## config.mk

```make
export PLATFORM = sky130hd
export DESIGN_NAME = alu_iter
export DESIGN_NICKNAME = d
export VERILOG_FILES = /design/src/rtl/alu_iter_pkg.sv /design/src/rtl/alu_iter_muldiv.sv /design/src/rtl/alu_iter.sv
export SDC_FILE = /design/constraint.sdc
export NUM_CORES = 1
export LEC_CHECK = 0
export BUFFER_PORTS_ARGS = -buffer_cell sky130_fd_sc_hd__clkbuf_2
export CAP_MARGIN = 20
export CORE_MARGIN = 1.5
export CORE_UTILIZATION = 40
export DETAILED_ROUTE_END_ITERATION = 8
export GPL_TIMING_DRIVEN = 0
export PLACE_DENSITY_LB_ADDON = 0.2
export REMOVE_ABC_BUFFERS = 1
export SLEW_MARGIN = 10
export SYNTH_ARGS = -nofsm -noshare
export SYNTH_HDL_FRONTEND = slang
export SYNTH_SLANG_ARGS = --single-unit
```

## constraint.sdc

```tcl
create_clock -name clk -period 7.94 [get_ports clk]
set_input_delay 1.588 -clock clk [delete_from_list [all_inputs] [get_ports clk]]
set_output_delay 1.588 -clock clk [all_outputs]
set_load 0.05 [all_outputs]
```

## src/rtl/alu_iter_pkg.sv

```systemverilog
// rtl/alu_iter_pkg.sv - opcode/state types and per-bit logic helper for alu_iter
package alu_iter_pkg;

  typedef enum logic [3:0] {
    OP_AND  = 4'h0,
    OP_NAND = 4'h1,
    OP_OR   = 4'h2,
    OP_XOR  = 4'h3,
    OP_ADD  = 4'h4,
    OP_SUB  = 4'h5,
    OP_SHR  = 4'h6,
    OP_SHL  = 4'h7,
    OP_MULL = 4'h8,
    OP_MULH = 4'h9,
    OP_DIVU = 4'hA,
    OP_REMU = 4'hB
  } op_e;

  typedef enum logic [1:0] {
    S_IDLE,
    S_BUSY,
    S_DONE
  } state_e;

  // Opcodes 8..B run through the shared multiply/divide unit.
  function automatic logic is_iter(input op_e op);
    is_iter = (op[3:2] == 2'b10);
  endfunction

  // Bitwise-op result for one bit position; applied across the full flag+data vector.
  function automatic logic logic_bit(input op_e op, input logic a, input logic b);
    case (op)
      OP_AND:  logic_bit = a & b;
      OP_NAND: logic_bit = ~(a & b);
      OP_OR:   logic_bit = a | b;
      default: logic_bit = a ^ b;
    endcase
  endfunction

endpackage

```

## src/rtl/alu_iter_muldiv.sv

```systemverilog
// rtl/alu_iter_muldiv.sv - one-bit-per-cycle shift-add multiplier and restoring divider
module alu_iter_muldiv
  import alu_iter_pkg::*;
#(
  parameter int WIDTH = 16
) (
  input  logic               clk,
  input  logic               rst,
  input  logic               i_start,
  input  logic               i_div,
  input  logic [WIDTH-1:0]   i_a,
  input  logic [WIDTH-1:0]   i_b,
  output logic               o_last,
  output logic [2*WIDTH-1:0] o_prod,
  output logic [WIDTH-1:0]   o_quot,
  output logic [WIDTH-1:0]   o_rem
);

  localparam int CW = $clog2(WIDTH);

  logic             r_busy;
  logic             r_div;
  logic [CW-1:0]    r_cnt;
  logic [WIDTH-1:0] r_acc;
  logic [WIDTH-1:0] r_sh;
  logic [WIDTH-1:0] r_b;

  logic [WIDTH:0]   w_add;
  logic [WIDTH:0]   w_trial;
  logic [WIDTH:0]   w_diff;
  logic             w_qbit;

  assign w_add   = {1'b0, r_acc} + (r_sh[0] ? {1'b0, r_b} : '0);
  assign w_trial = {r_acc, r_sh[WIDTH-1]};
  assign w_diff  = w_trial - {1'b0, r_b};
  // A zero divisor never borrows, which yields all-ones quotient and remainder == dividend.
  assign w_qbit  = ~w_diff[WIDTH];
  assign o_last  = r_busy && (r_cnt == '0);

  assign o_prod  = {r_acc, r_sh};
  assign o_quot  = r_sh;
  assign o_rem   = r_acc;

  always_ff @(posedge clk) begin
    if (rst) begin
      r_busy <= 1'b0;
      r_cnt  <= '0;
    end else if (i_start) begin
      r_busy <= 1'b1;
      r_div  <= i_div;
      r_cnt  <= CW'(WIDTH - 1);
      r_acc  <= '0;
      r_sh   <= i_a;
      r_b    <= i_b;
    end else if (r_busy) begin
      if (o_last) begin
        r_busy <= 1'b0;
      end else begin
        r_cnt <= r_cnt - 1'b1;
      end
      if (r_div) begin
        r_acc <= w_qbit ? w_diff[WIDTH-1:0] : w_trial[WIDTH-1:0];
        r_sh  <= {r_sh[WIDTH-2:0], w_qbit};
      end else begin
        r_acc <= w_add[WIDTH:1];
        r_sh  <= {w_add[0], r_sh[WIDTH-1:1]};
      end
    end
  end

endmodule

```

## src/rtl/alu_iter.sv

```systemverilog
// rtl/alu_iter.sv - handshaked ALU with single-cycle logic/shift and iterative mul/div
module alu_iter
  import alu_iter_pkg::*;
#(
  parameter int WIDTH = 16
) (
  input  logic           clk,
  input  logic           rst,
  input  logic           in_valid,
  output logic           in_ready,
  input  op_e            op,
  input  logic [WIDTH:0] a,
  input  logic [WIDTH:0] b,
  output logic           out_valid,
  input  logic           out_ready,
  output logic [WIDTH:0] result,
  output logic           illegal
);

  localparam int SHW = $clog2(WIDTH);

  state_e             r_state;
  state_e             w_next;
  op_e                r_op;
  logic [WIDTH:0]     r_a;
  logic [WIDTH:0]     r_b;
  logic               r_out_valid;
  logic [WIDTH:0]     r_result;
  logic               r_illegal;

  logic               w_accept;
  logic               w_start;
  logic               w_md_last;
  logic [2*WIDTH-1:0] w_prod;
  logic [WIDTH-1:0]   w_quot;
  logic [WIDTH-1:0]   w_rem;
  logic [WIDTH:0]     w_sum;
  logic [WIDTH:0]     w_diff;
  logic [WIDTH:0]     w_logic;
  logic [SHW-1:0]     w_shamt;
  logic               w_b_zero;
  logic [WIDTH:0]     w_res;
  logic               w_ill;

  assign in_ready  = (r_state == S_IDLE) && !rst;
  assign w_accept  = in_valid && in_ready;
  assign w_start   = w_accept && is_iter(op);
  assign out_valid = r_out_valid;
  assign result    = r_result;
  assign illegal   = r_illegal;

  alu_iter_muldiv #(.WIDTH(WIDTH)) u_muldiv (
    .clk     (clk),
    .rst     (rst),
    .i_start (w_start),
    .i_div   (op[1]),
    .i_a     (a[WIDTH-1:0]),
    .i_b     (b[WIDTH-1:0]),
    .o_last  (w_md_last),
    .o_prod  (w_prod),
    .o_quot  (w_quot),
    .o_rem   (w_rem)
  );

  always_ff @(posedge clk) begin
    if (rst) r_state <= S_IDLE;
    else     r_state <= w_next;
  end

  always_comb begin
    w_next = r_state;
    case (r_state)
      S_IDLE:  if (w_accept) w_next = is_iter(op) ? S_BUSY : S_DONE;
      S_BUSY:  if (w_md_last) w_next = S_DONE;
      S_DONE:  if (r_out_valid && out_ready) w_next = S_IDLE;
      default: w_next = S_IDLE;
    endcase
  end

  always_ff @(posedge clk) begin
    if (w_accept) begin
      r_op <= op;
      r_a  <= a;
      r_b  <= b;
    end
  end

  always_comb begin
    w_sum    = {1'b0, r_a[WIDTH-1:0]} + {1'b0, r_b[WIDTH-1:0]};
    w_diff   = {1'b0, r_a[WIDTH-1:0]} - {1'b0, r_b[WIDTH-1:0]};
    w_shamt  = r_b[SHW-1:0];
    w_b_zero = (r_b[WIDTH-1:0] == '0);
    for (int i = 0; i <= WIDTH; i++) w_logic[i] = logic_bit(r_op, r_a[i], r_b[i]);
    w_res = '0;
    w_ill = 1'b0;
    case (r_op)
      OP_AND, OP_NAND, OP_OR, OP_XOR: w_res = w_logic;
      OP_ADD:  w_res = w_sum;
      OP_SUB:  w_res = w_diff;
      OP_SHR:  w_res = $unsigned($signed(r_a) >>> w_shamt);
      OP_SHL:  w_res = r_a << w_shamt;
      OP_MULL: w_res = {|w_prod[2*WIDTH-1:WIDTH], w_prod[WIDTH-1:0]};
      OP_MULH: w_res = {1'b0, w_prod[2*WIDTH-1:WIDTH]};
      OP_DIVU: w_res = {w_b_zero, w_quot};
      OP_REMU: w_res = {w_b_zero, w_rem};
      default: w_ill = 1'b1;
    endcase
  end

  // Result is captured one cycle after entering DONE, then held until the consumer takes it.
  always_ff @(posedge clk) begin
    if (rst) begin
      r_out_valid <= 1'b0;
      r_result    <= '0;
      r_illegal   <= 1'b0;
    end else if (r_state == S_DONE && !r_out_valid) begin
      r_out_valid <= 1'b1;
      r_result    <= w_res;
      r_illegal   <= w_ill;
    end else if (r_out_valid && out_ready) begin
      r_out_valid <= 1'b0;
    end
  end

endmodule

```

==> results.txt, run 1 <==
The post-synthesis to final-layout area growth is 13.6%. The height of the die came out at 161 um. The worst hold path class is flip-flop to flip-flop.

The fraction of final layout cells with drive strength greater than 1 is 14.0%. The signal on the critical path passes through nand2b_1 > nor2_1 > nand2_1 > o21ai_0 > inv_1 > ha_1 > nor2b_1 > o31a_1 > o211ai_1 > a221oi_1 > xor2_1 > a2111oi_0 > nor2_1. The final wirelength came out at 31.1 mm. The required time at the endpoint of the critical path came out at 8.23 ns. The clock tree from TritonCTS is done. The placeable core area is 24,300 um2.

The quantity of gates resized following cts came out at 0. Yosys attributes the largest share of cell area to edfxtp_1 26%, ha_1 11%, mux2i_1 5.3%. The slew of the pin with the lowest slew margin is 1.04 ns.

The sum of net half-perimeters after detailed placement is 23.7 mm. Summed over all cells, the static leakage comes to 4.45 nW. The cell count after synthesis is 1,108. The headroom to the max-slew limit is 30.5%.

The mapped cell area is 9940 um2. Setup repair after global routing left no endpoint under its margin. The starting DRC count in detailed routing is 712. In the final timing run, aggregate negative setup slack is 0 ns. The number of antenna violations at the first check in global routing came to 0. In this design, the stage delay of the slowest critical-path cell is 0.66 ns. The final design area excluding fillers came out at 11,300 um2.

The via count came out at 8,641. The most numerous cell type found on the critical path is nor2_1. The maximum fanout encountered on the critical timing path is 17. The cell count after placement came out at 1,453.

The number of hold violations in the final report was 0. The initial core utilization is 40.9%. The worst endpoint data arrival time came out at 5.23 ns. The number of distinct library cells after synthesis is 80. The congestion estimate from routability-driven global placement came to 0.954. The number of nets in the final layout is 1,280. The nature of the critical path endpoint is a flip-flop.

Excluding fillers, the count of instances in the completed layout stands at 1,486. Clock-pin slew was measured on the worst setup and hold paths at 0.06 ns. The maximum VDD drop came out at 0.102 mV. The tool flagged a number of max-cap violations equal to 0. The number of setup buffers added after CTS is 0. The cell family contributing the most delay on the critical path is compound AO/OA/AOI/OAI gates. The biggest area contributor in the post-synthesis netlist is edfxtp_1.

The number of global-route vias before repair was 8,283. The number of placed I/O pins came out at 62. The cell area after placement came out at 10,600 um2. The number of antenna diodes in the final layout is 0. Setup slack closes at 3.00 ns. Setup violations remaining at the end of the flow were counted as 0. The number of buffers inserted for hold repair after clock tree synthesis is 0. The synthesized design contains 87 enable-type register cells. Clock latency on the worst-skew pair, taken at its later pin, is 0.43 ns.

On the critical path, the stage with the largest delay is an instance of edfxtp_1. The minimum clock period after layout came out at 4.94 ns. The number of levels the H-tree was split into is 4. The Yosys warning count came out at 0. Leaving out fill and tap cells, the most frequent cell in the layout is o21ai_0. After synthesis the netlist holds a flip-flop and latch count of 113. The area share of the leading cell type in the synthesized netlist came out at 26.3%. The total iterations of the first detailed-routing run came out at 7. The width of the chip is 161 um.

The ratio of final minimum period to clock period came out at 62.2%. The worst setup path is of the flip-flop to flip-flop kind. Together, buffers and inverters on the worst path number 1.

The post-layout utilization of the core came out at 46.4%. The number of buffers between clock root and the deepest sink is 2. The count of port buffers added during placement is 61. For this run, design rule violations remaining after detail routing come to 0.

The CTS sink count came out at 113. For this run, asynchronously set or reset flops after synthesis account for 0%. The number of rows in the core area is 57. The number of inserted filler cells in the final layout came out at 2,360. The area occupied by multi-input gates came out at 6310 um2.

The final global-route overflow total came out at 0. CTS placed an instance of clkbuf_16 at the clock tree root. The total clock buffers created by CTS came out at 17.

The dominant synthesized flop cell is edfxtp_1. Entering global routing, the biggest net connects 46 pins. The area used by sequential logic in the layout is 3130 um2. Leaving out fill and tap cells, the most frequent cells in the layout are 98 x o21ai_0, 91 x nor2_1, 87 x edfxtp_1, 86 x ha_1, 84 x nand2_1.

STA classifies the critical path startpoint as a flip-flop. The total global-route track usage came out at 24.3%. The first global-routing pass estimated 48.0 mm of wire. In this run the power density over the cells is 171 nW/um2.

Using the TritonRoute via totals, the vias-per-cell ratio works out to 5.81. The number of antenna-violating nets in the routed design came out at 0. The flow ran to the end, and the final reports show no timing, DRC or antenna violations. After synthesis, flip-flops and latches occupy 31.5% of the total area.

For the final database, setup skew stands at 0.00585 ns. Based on the critical path, the design can be clocked at up to 0.202 GHz. The final-report max-slew violation count is 0.

After detailed routing, the average wire length per cell comes to 20.9 um. The post-placement setup slack is 3.07 ns. The full die area came out at 25,800 um2. The synthesized area per cell came out at 8.97 um2.
==> logic make-up (layout without fill, tap and decap cells) <==
| logic type | after synthesis | after routing | synth area share [%] |
|---|---|---|---|
| and+or+nand+nor | 291 | 291 | 14.0 |
| adders and majority gates | 89 | 89 | 11.4 |
| muxes | 74 | 74 | 8.96 |
| xor gates and xnor gates | 62 | 62 | 5.46 |
| buffers and inverters | 125 | 179 | 5.15 |
| DFF | 113 | 113 | 31.5 |
| AOI/OAI and AO/OA | 354 | 354 | 23.5 |
==> metrics by stage <==
step	hold WS, ns	power, mW
finish	0.453	1.93
global route	0.471	1.99
CTS	0.458	1.93
detailed placement	0.443	1.07
global placement	0.433	1.06
floorplan	0.517	0.953
==> cell usage after synthesis (22+ instances only) <==
cell type / instances
and2_1: 22
edfxtp_1: 87
a21oi_1: 80
ha_1: 86
inv_1: 67
o21ai_0: 98
nand2_1: 84
nor2_1: 92
dfxtp_1: 26
mux2i_1: 53
xnor2_1: 52
clkbuf_1: 36
==> worst register-to-register path, cell delays in order, from the launching register on <==
cell	delay, ns
edfxtp_1	0.66
nand2b_1	0.37
nor2_1	0.52
nand2_1	0.41
o21ai_0	0.52
inv_1	0.09
ha_1	0.28
nor2b_1	0.15
o31a_1	0.24
o211ai_1	0.17
a221oi_1	0.49
xor2_1	0.17
a2111oi_0	0.64
nor2_1	0.10
==> registers in the layout (all words and copies together) (netlist names), 2 cells and up <==
signal / count
r_b: 17
r_op: 4
r_state: 2
u_muldiv.r_cnt: 4
u_muldiv.o_rem: 16
result: 17
r_a: 17
u_muldiv.o_quot: 16
u_muldiv.r_b: 16
==> worst paths after layout <==
kind,endpoint,from,cells after the start,slack (ns)
hold reg to reg,result[2],result[2],2,0.45
hold / removal,result[2],result[2],2,0.45
setup reg to reg,result[11],r_op[3],13,3.00
setup / recovery,result[11],r_op[3],13,3.00
==> report_power, final <==
part	switching [mW]	internal [mW]
Sequential	0.0400	0.662
Clock	0.321	0.539
Combinational	0.217	0.146
Total	0.578	1.35
==> per-layer routing <==
layer	routed length (um)	share of wire [%]	track usage [%]	vias up
li1	-	-	-	4207
met4	740	2.4	7.69	0
met5	0	0	0	-
met2	14800	48	40.8	231
met3	1470	4.7	3.62	42
met1	14100	45	32.1	4161
==> area by class of cell <==
| class | instances | area share, % |
|---|---|---|
| Clock buffer | 18 | 3.89 |
| Clock inverter | 14 | 1.77 |
| Inverter | 70 | 2.33 |
| Multi-Input combinational cell | 870 | 55.9 |
| Sequential cell | 113 | 27.8 |
| Tap cell | 324 | 3.59 |
| Timing Repair Buffer | 77 | 4.79 |
Note: power is estimated with default switching activity, not from simulation.
==> run 2: changes to the inputs <==
==> constraint.sdc (replaced) <==
create_clock -name clk -period 4.7 [get_ports clk]
set_input_delay 0.94 -clock clk [delete_from_list [all_inputs] [get_ports clk]]
set_output_delay 0.94 -clock clk [all_outputs]
set_load 0.05 [all_outputs]
==> results.txt, run 2 (same netlist as run 1, synthesis figures left out) <==
The routed length per placed instance came out at 21.1 um (+0.50%). The maximum VDD drop is 0.171 mV (+67%). The number of antenna violations at the first check in global routing is 0 (unchanged).

The CTS sink count came out at 113 (unchanged). The post-layout utilization of the core is 46.8% (+0.43 points). The maximum clock rate is 0.225 GHz (+11%). The wire length of the first global-routing pass came out at 48.0 mm (unchanged). The number of global-route vias before repair is 8,291 (+0.097%). The number of levels the H-tree was split into is 4 (unchanged). The static power due to leakage is 4.51 nW (+1.4%). TritonCTS built the clock tree. The total iterations of the first detailed-routing run was 7 (unchanged).

The starting DRC count in detailed routing came out at 747 (+4.9%). The headroom to the max-slew limit is 27.4% (-3.1 points). The clock-pin slew on the worst setup and hold paths is 0.06 ns (about the same). The tree is rooted in a clkbuf_16. The placeable core area is 24,300 um2 (unchanged). The signal on the critical path passes through nor2_2 > nand2_1 > o21ai_1 > inv_1 > ha_1 > nor2b_1 > o31a_1 > o211ai_1 > a221oi_1 > xor2_1 > a2111oi_1 > nor2_1. The worst setup path is launched from a flip-flop. The worst reg2reg path depth came to 12 (-1). The count of port buffers added during placement came out at 61 (unchanged). The count of maximum capacitance violations came out at 0 (unchanged).

The number of rows in the core area is 57 (unchanged). The cell area after placement came to 10,600 um2 (unchanged). The number of design rule violations left after detail routing is 0 (unchanged). The insertion delay to the later sink of the worst-skew pair is 0.42 ns (about the same). The final setup violation count is 0 (unchanged). The number of antenna-violating nets in the routed design is 0 (unchanged). STA classifies the critical path endpoint as a flip-flop.

The full die area is 25,800 um2 (unchanged). The slew of the pin with the lowest slew margin was 1.09 ns (+0.0466 ns). The critical path depth is 12 (-1). The total global-route track usage is 24.3% (unchanged).

The maximum fanout encountered on the critical timing path came out at 25 (+8). The number of antenna diodes is 0 (unchanged). The maximum number of pins on one net before global-route repair came out at 46 (unchanged). The worst endpoint data arrival time came out at 4.74 ns (-0.49 ns). The number of placed I/O pins came out at 62 (unchanged). The ratio of total power to cell area came out at 286 nW/um2 (+68%). The post-synthesis to final-layout area growth came out at 14.6%. The ratio of final minimum period to clock period is 94.6% (+32 points). The fraction of final layout cells with drive strength greater than 1 was 15.2% (+1.1 points). The minimum clock period after layout is 4.45 ns (-0.491 ns). The height of the die is 161 um (unchanged).

The worst setup skew after layout was 0.00583 ns (-0.0000225 ns). The final global-route overflow total is 0 (unchanged). The final design area excluding fillers is 11,400 um2 (+0.92%).

The final-report max-slew violation count is 0 (unchanged). The library cell used most frequently in the layout, excluding fill and tap cells, is o21ai_0. The final wirelength came out at 31.5 mm (+1.3%). The number of buffers between clock root and the deepest sink is 2 (unchanged). The kind of cell adding the most delay to the critical path is compound AO/OA/AOI/OAI gates. On the critical path, the stage with the largest delay is an instance of edfxtp_1. The flow ran to the end, and the final reports show no timing, DRC or antenna violations. The final weighted congestion of routability-driven global placement came out at 0.954 (unchanged). The worst path buffer plus inverter count was 1 (unchanged). Setup repair after global routing left no endpoint under its margin. The critical setup path kind is flip-flop to flip-flop.

The sum of net half-perimeters after detailed placement came to 23.7 mm (unchanged). The number of nets in the final layout is 1,292 (+0.94%). The min-delay analysis places its worst path in the category flip-flop to flip-flop.

The top cell types in the final layout, fill and taps aside, are 97 x o21ai_0, 90 x nor2_1, 87 x edfxtp_1, 86 x ha_1, 84 x nand2_1. The worst hold path cell count was 2 (unchanged). The via count is 8,724 (+0.96%). The width of the chip is 161 um (unchanged). The highest cell delay on the worst timing path is 0.82 ns (+0.16 ns). The total clock buffers created by CTS is 17 (unchanged). The initial core utilization is 40.9% (unchanged). The detail-routed via count per cell came out at 5.82 (+0.15%).

The number of buffers inserted for hold repair after clock tree synthesis is 0 (unchanged). The required time at the endpoint of the critical path is 4.99 ns (-3.24 ns). The number of hold violations in the final report came to 0 (unchanged).
## run 2: worst paths after layout
check | startpoint | endpoint | slack (ns)
hold / removal | result[2] | result[2] | 0.45
hold reg to reg | result[2] | result[2] | 0.45
setup reg to reg | r_op[1] | result[11] | 0.25
setup / recovery | r_op[1] | result[11] | 0.25
## run 2: what timing repair did
action                     in CTS  in global routing
gates cloned                    0                  0
setup endpoints to repair       2                  1
resized for setup               2                  3
setup buffers                   0                 12
## run 2: through the flow
| stage | setup slack (ns) | TNS (ns) | std cells | hold slack (ns) | total power [mW] |
|---|---|---|---|---|---|
| floorplan | -1.81 | -69.76 | 1053 | 0.517 | 1.61 |
| global placement | -3.52 | -160.43 | 1438 | 0.433 | 1.80 |
| detailed placement | -0.171 | -0.171 | 1453 | 0.443 | 1.81 |
| CTS | 0.0867 | 0 | 1485 | 0.458 | 3.26 |
| global route | 0.0328 | 0 | 1498 | 0.471 | 3.38 |
| finish | 0.253 | 0 | 1498 | 0.453 | 3.26 |
## run 2: cell type report
cell class | count | area [um2]
clock inverter | 14 | 200
timing repair buffer | 89 | 634
multi-input combinational | 870 | 6320
clock buffer | 18 | 439
tap | 324 | 405
inverter | 70 | 263
fill | 2356 | 12900
sequential | 113 | 3130
## run 2: routing by layer
metal	part of all wire [%]	routed length (um)	global-route usage [%]
met5	0	0	0
met4	2.6	808	7.69
met3	4.8	1520	3.62
met2	48	15100	40.8
met1	45	14100	32.1
## run 2: report_power, final
| part | switching [mW] | leakage, nW | total [mW] | internal (mW) |
|---|---|---|---|---|
| registers | 0.0655 | 1.01 | 1.18 | 1.12 |
| logic | 0.374 | 3.20 | 0.627 | 0.253 |
| clock network | 0.541 | 0.306 | 1.45 | 0.910 |
## run 2: worst min-delay path: cells and delay by family (launching register included)
family          cells  cell delay, ns
flops               1            0.33
compound gates      1            0.05
simple gates        1            0.04
